<file path="config.mk">
export PLATFORM = sky130hd
export DESIGN_NAME = npu_bus_master
export DESIGN_NICKNAME = d
export VERILOG_FILES = /design/src/rtl/npu_bus_master.sv
export SDC_FILE = /design/constraint.sdc
export NUM_CORES = 1
export LEC_CHECK = 0
export CAP_MARGIN = 0
export CORE_ASPECT_RATIO = 1.2
export CORE_MARGIN = 5
export CORE_UTILIZATION = 35
export CTS_CLUSTER_SIZE = 8
export DETAILED_ROUTE_END_ITERATION = 16
export PLACE_DENSITY = 0.76
export SETUP_SLACK_MARGIN = 0.4
export SLEW_MARGIN = 20
export SYNTH_ARGS = -nofsm -noshare
export SYNTH_HDL_FRONTEND = slang
export SYNTH_SLANG_ARGS = --single-unit
</file>
<file path="constraint.sdc">
create_clock -name clk -period 3.7 [get_ports clk]
set_input_delay 0.555 -clock clk [delete_from_list [all_inputs] [get_ports clk]]
set_output_delay 0.555 -clock clk [all_outputs]
set_load 0.02 [all_outputs]
</file>
<file path="src/rtl/npu_bus_master.sv">
// npu_bus_master: turns WRITE/READ/POLL commands into paced NPU register-port
// cycles and returns read/poll results on a valid/ready response channel.
module npu_bus_master #(
  parameter int POLL_MAX = 1023,
  parameter int CNT_W    = 16
) (
  input  logic        clk,
  input  logic        rst,
  input  logic        cmd_valid,
  output logic        cmd_ready,
  input  logic [1:0]  cmd_op,
  input  logic [2:0]  cmd_sel,
  input  logic [31:0] cmd_data,
  output logic        ena,
  output logic        wea,
  output logic [15:0] addra,
  output logic [31:0] dina,
  input  logic [31:0] douta,
  output logic        rsp_valid,
  input  logic        rsp_ready,
  output logic [31:0] rsp_data,
  output logic        rsp_err,
  output logic        busy
);

  typedef enum logic [2:0] {
    IDLE, WR, GAP, RD_REQ, RD_WAIT, P_REQ, P_WAIT, RSP
  } state_t;

  state_t            state, state_n;
  logic [2:0]        sel_q;
  logic [31:0]       data_q;
  logic [CNT_W-1:0]  cnt;
  logic              accept, hit, last_poll, bus_n, wr_n;
  logic [2:0]        sel_n;
  logic [31:0]       data_n;

  assign cmd_ready = (state == IDLE) && !rst;
  assign accept    = cmd_valid && cmd_ready;
  assign hit       = (douta & data_q) != 32'h0;
  assign last_poll = cnt == CNT_W'(POLL_MAX - 1);
  assign rsp_valid = state == RSP;
  assign busy      = state != IDLE;

  // On the accept edge the latches are not loaded yet, so bus fields come straight from the command.
  assign sel_n  = accept ? cmd_sel  : sel_q;
  assign data_n = accept ? cmd_data : data_q;
  assign bus_n  = state_n inside {WR, RD_REQ, P_REQ};
  assign wr_n   = state_n == WR;

  always_comb begin
    state_n = state;
    case (state)
      IDLE: begin
        if (accept) begin
          case (cmd_op)
            2'b00:   state_n = WR;
            2'b01:   state_n = RD_REQ;
            2'b10:   state_n = P_REQ;
            default: state_n = IDLE;
          endcase
        end
      end
      WR:      state_n = GAP;
      GAP:     state_n = IDLE;
      RD_REQ:  state_n = RD_WAIT;
      RD_WAIT: state_n = RSP;
      P_REQ:   state_n = P_WAIT;
      P_WAIT:  state_n = (hit || last_poll) ? RSP : P_REQ;
      RSP:     if (rsp_ready) state_n = IDLE;
      default: state_n = IDLE;
    endcase
  end

  always_ff @(posedge clk or posedge rst) begin
    if (rst) state <= IDLE;
    else     state <= state_n;
  end

  // Bus outputs are registered from the next state so they line up with WR/RD_REQ/P_REQ.
  always_ff @(posedge clk or posedge rst) begin
    if (rst) begin
      sel_q    <= 3'd0;
      data_q   <= 32'h0;
      cnt      <= '0;
      ena      <= 1'b0;
      wea      <= 1'b0;
      addra    <= 16'h0;
      dina     <= 32'h0;
      rsp_data <= 32'h0;
      rsp_err  <= 1'b0;
    end else begin
      if (accept) begin
        sel_q  <= cmd_sel;
        data_q <= cmd_data;
        cnt    <= '0;
      end
      ena   <= bus_n;
      wea   <= wr_n;
      addra <= bus_n ? {1'b0, sel_n, 12'h000} : 16'h0;
      dina  <= wr_n ? data_n : 32'h0;
      if (state == RD_WAIT) begin
        rsp_data <= douta;
        rsp_err  <= 1'b0;
      end
      if (state == P_WAIT) begin
        rsp_data <= douta;
        rsp_err  <= !hit && last_poll;
        if (!hit && !last_poll) cnt <= cnt + CNT_W'(1);
      end
    end
  end

endmodule

</file>
Yosys cells after proc, flatten, opt, wreduce, memory -nomap -nowiden:

Cells that the tools add are included.

* bitwise logic cells: 1
* equal/unequal tests: 13
* multiplexer cells: 16
* reductions and logical operators: 14
* $add $sub $neg: 1

Operators by type and width (count)
* 32-bit two-way mux: 4
* 16-bit two-way mux: 3
* 32-bit bitwise AND: 1
* 32-bit nonzero test: 1
* 3-bit case mux with 8 select lines: 1
* 16-bit by 1-bit adder with 16-bit output (second input constant): 1
* 16-bit by 10-bit == test with 1-bit output (second input constant): 1
* 3-bit == test (second input constant): 5
* 15-bit two-way mux: 1
* 3-bit by 2-bit == test with 1-bit output (second input constant): 3
* 3-bit two-way mux: 3
* 3-bit case mux with 3 select lines: 1
* 3-bit by 1-bit == test with 1-bit output (second input constant): 2
* 3-bit nonzero test: 2
* 1-bit logical AND: 4
* 1-bit zero test: 3
* 3-bit zero test: 1
* 2-bit by 1-bit == test with 1-bit output (second input constant): 1
* 2-bit == test (second input constant): 1
* 2-bit zero test: 1
* 1-bit two-way mux: 2
* 2-bit two-way mux: 1
* 2-bit nonzero test: 1
* 1-bit logical OR: 1

* register bits: 136
* logic and storage cells: 55
* output and inout port bits: 86
* input bits: 73

Longest topological paths before layout:

* word-level depth: 8
* gate-level depth with buffers: 8
* mapped depth without buffers: 7

Worst setup path after synthesis:

No wires, ideal clock.

* path type: flip-flop to flip-flop
* start point: register cnt[0]
* end point: register addra[12]
* data required time: 3.573 ns
* period minus slack after synthesis: 2.230 ns
* arrival: 2.103 ns
* cell stages (with the launch flop): 9
* library setup time: 0.127 ns
* buffers on the path: 1
* path slack: 1.470 ns
* cells stage by stage: dfrtp_1 > inv_1 > ha_1 > or4b_1 > or4_1 > buf_2 > o211a_1 > o221ai_2 > nor2b_1

* cells in the longest elaborated chain, start to end: 7
* elaborated cells on any way between the ends: 9
* those cells by class: eq/ne (4); mux (3); reduce/logical (2)

Ends and longest elaborated chain
* start: declaration: line 33 `logic [CNT_W-1:0] cnt;`
* start signal: assignment: line 109 `if (!hit && !last_poll) cnt <= cnt + CNT_W'(1);`
* 16-bit by 10-bit == test with 1-bit output *: line 41 `assign last_poll = cnt == CNT_W'(POLL_MAX - 1);`
* 1-bit logical OR *: line 69 `P_WAIT: state_n = (hit || last_poll) ? RSP : P_REQ;`
* 2-bit two-way mux *: line 69
* 3-bit case mux with 8 select lines *: line 53 `case (state)`
* 3-bit by 1-bit == test with 1-bit output, or another cell as far along: line 48 `assign bus_n = state_n inside {WR, RD_REQ, P_REQ};`
* 3-bit nonzero test *: line 48
* 15-bit two-way mux *: line 100 `addra <= bus_n ? {1'b0, sel_n, 12'h000} : 16'h0;`
* end signal: assignment: line 100
* end: declaration: line 16 `output logic [15:0] addra,`

Every way passes the cells marked *; elsewhere a longest branch is shown, timed or not.
A chain may end at the register's enable or synchronous reset.

Final worst setup path:

* start point: register state[0]
* end point: output cmd_ready

* cells in the longest elaborated chain, start to end: 2

Ends and longest elaborated chain
* start: declaration: line 30 `state_t state, state_n;`
* start signal: assignment: line 77 `else state <= state_n;`
* 3-bit zero test: line 38 `assign cmd_ready = (state == IDLE) && !rst;`
* 1-bit logical AND: line 38
* end: declaration: line 10 `output logic cmd_ready,`

Every way passes these cells.

==> flow_summary.ini <==
[outcome]
run_status = finished clean

[cells_and_area]
flow.area_growth_from_synthesis_pct = 42.73
num-fill-cells = 1288
layout.cells.most_common_list = sky130_fd_sc_hd__clkdlybuf4s50_1, sky130_fd_sc_hd__dfrtp_1, sky130_fd_sc_hd__nand2_1
design_area_um2 = 7276
antennaDiodeCount = 0
fin_util = 0.5069
drive_above_1_share = 0.1201
fin_nets = 681
final_common_cell = sky130_fd_sc_hd__clkdlybuf4s50_1

[clock_tree]
cts_repair_resize_count = 0
postCtsSetupBuffers = 0
cts_hold_buffers = 0
tritoncts_clock_tree = yes
tritoncts_num_sinks = 124
cts_root_buffer = sky130_fd_sc_hd__clkbuf_16
cts-htree-levels = 4
clkSlewWorstSetupHoldPaths_ps = 50
cts_buffer_depth = 2
cts-buffers-inserted = 17
worstSkewPairLatency_ps = 410

[critical_path]
slowest_delay_ps = 630
crit_path_top_delay_cell = sky130_fd_sc_hd__clkdlybuf4s50_1
worstPathCellList = or3_1 -> nor2_1 -> clkdlybuf4s50_1
worst_setup_path_start_kind = flip-flop
critPathKind = reg -> out
startpoint = state[0]
cp.required_ps = 3140
crit-reg2reg-launch = cnt[0]
end_kind = output port
worst-path-max-fanout = 13
cp_top_family = simple AND/OR/NAND/NOR gates
worstPathBufferInverterCount = 1
worstPathArrival_ps = 2170

[drt]
drt_pre_antenna_iters = 5
routed_wirelength_mm = 13.46
detail_route.vias_per_cell = 4.933
vias = 3902
route.detailed.wl_per_inst_um = 17.01
drt.antenna.violating_nets = 0
remaining_drc_errors = 0
drt-initial-drc-count = 105

[floorplanning]
die_area_um2 = 17090
boundaryPins = 159
floorplan.rows = 48
floorplan.die.width_um = 120.2
start_util = 0.3551
die_h_um = 142.2
core_area_um2 = 14350

[pwr]
ir_drop_uv = 552.2
p_total_mw = 5.479
power.density_cell_area_nw_per_um2 = 753.1
leakage_power_summed_over_all_cells_nw = 3.282

[hold_path]
hold_start = sel_q[2]
hold_path.class = reg -> reg

[grt]
pin_count_of_the_biggest_net_entering_global_routing = 73
antenna_violations_before_repair = 0
grt-ovfl-total = 0
grt_first_pass_wirelength_mm = 22.09
vias_in_the_first_global_route = 4359
grt.met2_usage = 0.2818
grt_use_total = 0.1646
met3_usage = 0.07833
m1_gr_usage = 0.1793
grt-busiest-layer = met2

[logic_synthesis]
synth_largest_area_cell = sky130_fd_sc_hd__dfrtp_1
syn_area_per_cell_um2 = 11.13
mappedNetlistArea_um2 = 5097
synth_top_cell_area_share = 0.6087
postSynth.asyncResetShare = 1.000
synth_edf_count = 0
seq_area_frac_synth = 0.6087
syn-instance-count = 458
synth.area.top_cells = sky130_fd_sc_hd__dfrtp_1, sky130_fd_sc_hd__nand2_1, sky130_fd_sc_hd__mux2_2
synth.yosys.warnings = 0
ys.flop_type = sky130_fd_sc_hd__dfrtp_1
synth_seq_cells = 124
yosys.cell_types.count = 42

[sta]
report.final.hold_viol_count = 0
rsz0062_at_grt = false
postLayoutSetupSlackWorst_ps = 978.7
final.period_utilization = 0.7355
tightest_slew_ps = 955.8
fin_setup_tns_ps = 0
relSlewSlack = 0.3628
timing.clock.skew_ps = 9.051
achievable-frequency_ghz = 0.3675
tmin_final_ps = 2721
timing_max_transition_violations_final = 0
setup-violations-final = 0

[placement]
post-dp-hpwl_mm = 9.821
finalWeightedCongestion = 0.7948
portBuffers = 145
post-place-ws_ps = 644.1
placedInstanceArea_um2 = 6721

[flow_run]
timing.max_cap.violations = 0
-- worst min-delay path, cell delays in order (launching register included) --
cell and delay (ps):
sky130_fd_sc_hd__dfrtp_1 320, sky130_fd_sc_hd__nand2_1 40, sky130_fd_sc_hd__nand2_1 70
-- stage by stage --
stage,instances,hold WS (ps)
after global routing,791,496.8
after floorplan,470,433.9
after CTS,791,471.7
final,791,463.8
after global placement,762,447.3
after detailed placement,762,460.0
-- cells in the mapped netlist, drive strengths merged, types with 2 or more instances --
master	count
dfrtp	124
nand2	122
nor2b	35
mux2	32
clkbuf	19
a22oi	16
buf	16
mux2i	10
nand4	10
nand3	8
inv	6
a21oi	5
nand2b	5
o31ai	5
or4	5
nor2	4
nor3	3
o211ai	3
or3	3
or4b	3
and3	2
and4	2
ha	2
o21ai	2
or2b	2
-- registers in the layout, indices dropped and copies added, names as in the netlist --
register / cells
data_q: 32
dina: 32
rsp_data: 32
cnt: 16
addra: 3
sel_q: 3
state: 3
ena: 1
rsp_err: 1
wea: 1
-- worst paths after layout --
| check | slack, ps | cells after the start | endpoint |
|---|---|---|---|
| worst max register to register | 1100 | 7 | addra[14] |
| worst max-delay path | 980 | 3 | cmd_ready |
| worst min register to register | 460 | 2 | sel_q[2] |
| min in group asynchronous | 670 | 3 | dina[2] |
| max in group asynchronous | 2680 | 3 | dina[29] |
| worst min-delay path | 460 | 2 | sel_q[2] |
-- metal layers --
metal / wire, µm / part of all wire
met1: 4972 / 0.37
met2: 7001 / 0.52
met3: 1232 / 0.092
met4: 249 / 0.019
met5: 0 / 0
-- layout make-up --
cell class / count / area (µm²) / area share
clock buffers: 21 / 460.4 / 0.06328
clock inverters: 8 / 93.84 / 0.01290
inverters: 6 / 26.28 / 0.003611
multi-input cells: 305 / 1844 / 0.2535
flip-flops and latches: 124 / 3103 / 0.4265
well taps: 175 / 219.0 / 0.03009
repair buffers: 152 / 1529 / 0.2101
-- where the power goes --
part           leakage [nW]  internal (mW)  switching (mW)  total (mW)
clock                 0.279           1.01           0.558        1.57
sequential             1.59           1.82           0.302        2.12
combinational          1.41          0.912           0.879        1.79
-- kinds of logic after synthesis --
family,share of synthesized area
simple gates,0.1993
flops,0.6087
mux,0.09033
buf+inv,0.04025
compound gates,0.05572
fa+ha+maj,0.004908
other cells,0.0007357
No activity file was read; power rests on OpenSTA's default activity.
==> patch, RTL diff (same flow settings) <==
Reset style: synchronous (`rst`), changed in 2 clocked blocks.
--- a/src/rtl/npu_bus_master.sv
+++ b/src/rtl/npu_bus_master.sv
@@ -73,5 +73,5 @@
   end
 
-  always_ff @(posedge clk or posedge rst) begin
+  always_ff @(posedge clk) begin
     if (rst) state <= IDLE;
     else     state <= state_n;
@@ -79,5 +79,5 @@
 
   // Bus outputs are registered from the next state so they line up with WR/RD_REQ/P_REQ.
-  always_ff @(posedge clk or posedge rst) begin
+  always_ff @(posedge clk) begin
     if (rst) begin
       sel_q    <= 3'd0;
Function: differs if rst is asserted again (counterexample within 4 cycles, from zero or initial values and one cycle with rst high); with rst held inactive, the same outputs for 10 cycles.
==> patch against the unedited design <==
  * Synthesized area decreased by 10%
  * Wire length increased by 0.41%
  * Critical path depth unchanged
  * Worst setup slack got worse by 0.089 ns
  * Sequential cell count unchanged
  * Final area decreased by 8.4%
  * Final cell count increased by 4.3%
Power is not compared: it rests on default switching activity, and its combinational part moved more than twofold at a synthesized area within 25%.
==> patch: results (changes against the unedited design) <==
Synth
The share of the yosys chip area belonging to registers is 0.543 (-0.0661). Ranked by total cell area, the synthesized netlist is headed by sky130_fd_sc_hd__dfxtp_1 (54%), sky130_fd_sc_hd__mux2i_1 (8.1%), sky130_fd_sc_hd__nand2_1 (6.6%), sky130_fd_sc_hd__nor2_1 (6.4%), sky130_fd_sc_hd__a21oi_1 (5.1%). The number of standard cells after synthesis is 509 (+11%).

The proportion of register bits with asynchronous set or reset after synthesis is 0 (-1.00). The number of different library cells in the post-synthesis netlist is 41 (-2.4%). After synthesis, the most frequently instantiated cells are sky130_fd_sc_hd__dfxtp_1 (124), sky130_fd_sc_hd__nand2_1 (81), sky130_fd_sc_hd__nor2_1 (78).

Setup path
The register-to-register setup slack is 1.12 ns (+0.02 ns). The worst reg2reg path depth is 5 (-2). The largest driver fanout on the critical path is 13 (unchanged). The signal arrival time at the worst endpoint was 2.26 ns (+0.09 ns).

The beginning of the worst register-to-register path is state[1]$_SDFF_PP0_. The capture point of the worst reg-to-reg path is dina[8]$_SDFF_PP0_.

Place
The cell count after placement is 793 (+4.1%). The placement-stage worst setup slack is 0.535 ns (-0.110 ns). The half-perimeter wire length of the detailed placement result is 9790 um (-0.28%). The cell area after placement is 6100 sq um (-9.2%). The routability congestion estimate from global placement is 0.819 (+3.0%).

Power and ir drop
The reported clock group power is ~0.0016 W. The reported sequential group power is 0.00142 W. The power consumption is 0.00338 W.

Detailed routing
The count of TritonRoute iterations in the first routing pass is 4 (-1). The via-per-instance ratio is 4.94 (+0.18%). The number of violations reported at the end of detailed-routing iteration 0 came to 164 (+56%). The post-detailed-routing wire length came to 13500 um (+0.41%). The met1 wire length came to 5170 um (+4.0%). The routed wire length on met3 is 1130 um (-8.5%). The sum of met2 wire segment lengths after detailed routing is 6890 um (-1.6%). The average wire per cell in the routed design is 16.4 um (-3.7%).

Global route
The global-route met3 utilization is 0.0715 (-0.00684). The number of global-route vias before repair is 4224 (-3.1%). The global-route wire length before repair is 21600 um (-2.0%).

The maximum number of pins on one net before global-route repair was 75 (+2.7%). The global-route usage over all layers is 0.179 (+0.0144). The global-route track usage on met1 is 0.193 (+0.0137). The global routing met2 resource utilization is 0.311 (+0.0294).

Timing
The remaining max-slew budget at the tightest pin is 0.448 (+0.0847). The final worst-path cycle share is 0.759 (+0.0240). The final hold slack is 0.453 ns (-0.0110 ns). The worst clock skew is 0.00640 ns (-0.00265 ns).

Worst hold path
The worst hold path terminates at rsp_data[18]$_SDFFE_PP0P_. The worst hold path depth was 2 (unchanged). The worst hold path startpoint is rsp_data[18]$_SDFFE_PP0P_.

Clocking
The post-cts sizing count was 0 (unchanged). The setup fix buffers added after clock tree synthesis is 0 (unchanged). The root buffer cell chosen for the clock tree is sky130_fd_sc_hd__clkbuf_16.

Finish
The final-stage net count was 723 (+6.2%). The ratio of cells with drive above 1 in the final layout is 0.0666 (-0.0536). The largest registers in the layout are data_q x32, dina x32, rsp_data x32.

Outcome
The run finished with clean final reports.
patch: cell count changes after synthesis, moves of 4 or more:
| cell | delta |
|---|---|
| sky130_fd_sc_hd__o21ai_0 | +9 |
| sky130_fd_sc_hd__nor2b_1 | -33 |
| sky130_fd_sc_hd__o31ai_1 | -4 |
| sky130_fd_sc_hd__a21oi_1 | +42 |
| sky130_fd_sc_hd__mux2_2 | -32 |
| sky130_fd_sc_hd__nand4_1 | -6 |
| sky130_fd_sc_hd__buf_2 | +4 |
| sky130_fd_sc_hd__or3_1 | +12 |
| sky130_fd_sc_hd__mux2i_1 | +27 |
| sky130_fd_sc_hd__dfrtp_1 | -124 |
| sky130_fd_sc_hd__nand2_1 | -41 |
| sky130_fd_sc_hd__nor2_1 | +74 |
| sky130_fd_sc_hd__dfxtp_1 | +124 |
patch: cells by family (layout without fill, tap and decap cells):
family,count (synthesis),in the layout,synth area share
AND/OR/NAND/NOR,210,210,0.206
flip-flops,124,124,0.543
AO/OA/AOI/OAI,85,85,0.110
buffers and inverters,49,189,0.0525
multiplexers,37,37,0.0810
adder cells (fa/ha/maj),2,2,0.00547
other,1,13,0.000820
XOR/XNOR,1,1,0.00192
patch: area by class of cell:
cell class	instances	area, sq um
Fill cell	1173	6060
Sequential cell	124	2480
Multi-Input combinational cell	348	1910
Timing Repair Buffer	150	1480
Clock buffer	20	437
Tap cell	164	205
Clock inverter	12	124
Inverter	7	26.3
patch: critical path, stage by stage (launching register included):
cell	delay, ns
sky130_fd_sc_hd__dfxtp_1	0.43
sky130_fd_sc_hd__or3_1	0.46
sky130_fd_sc_hd__nor2_1	0.29
sky130_fd_sc_hd__clkdlybuf4s50_1	0.67
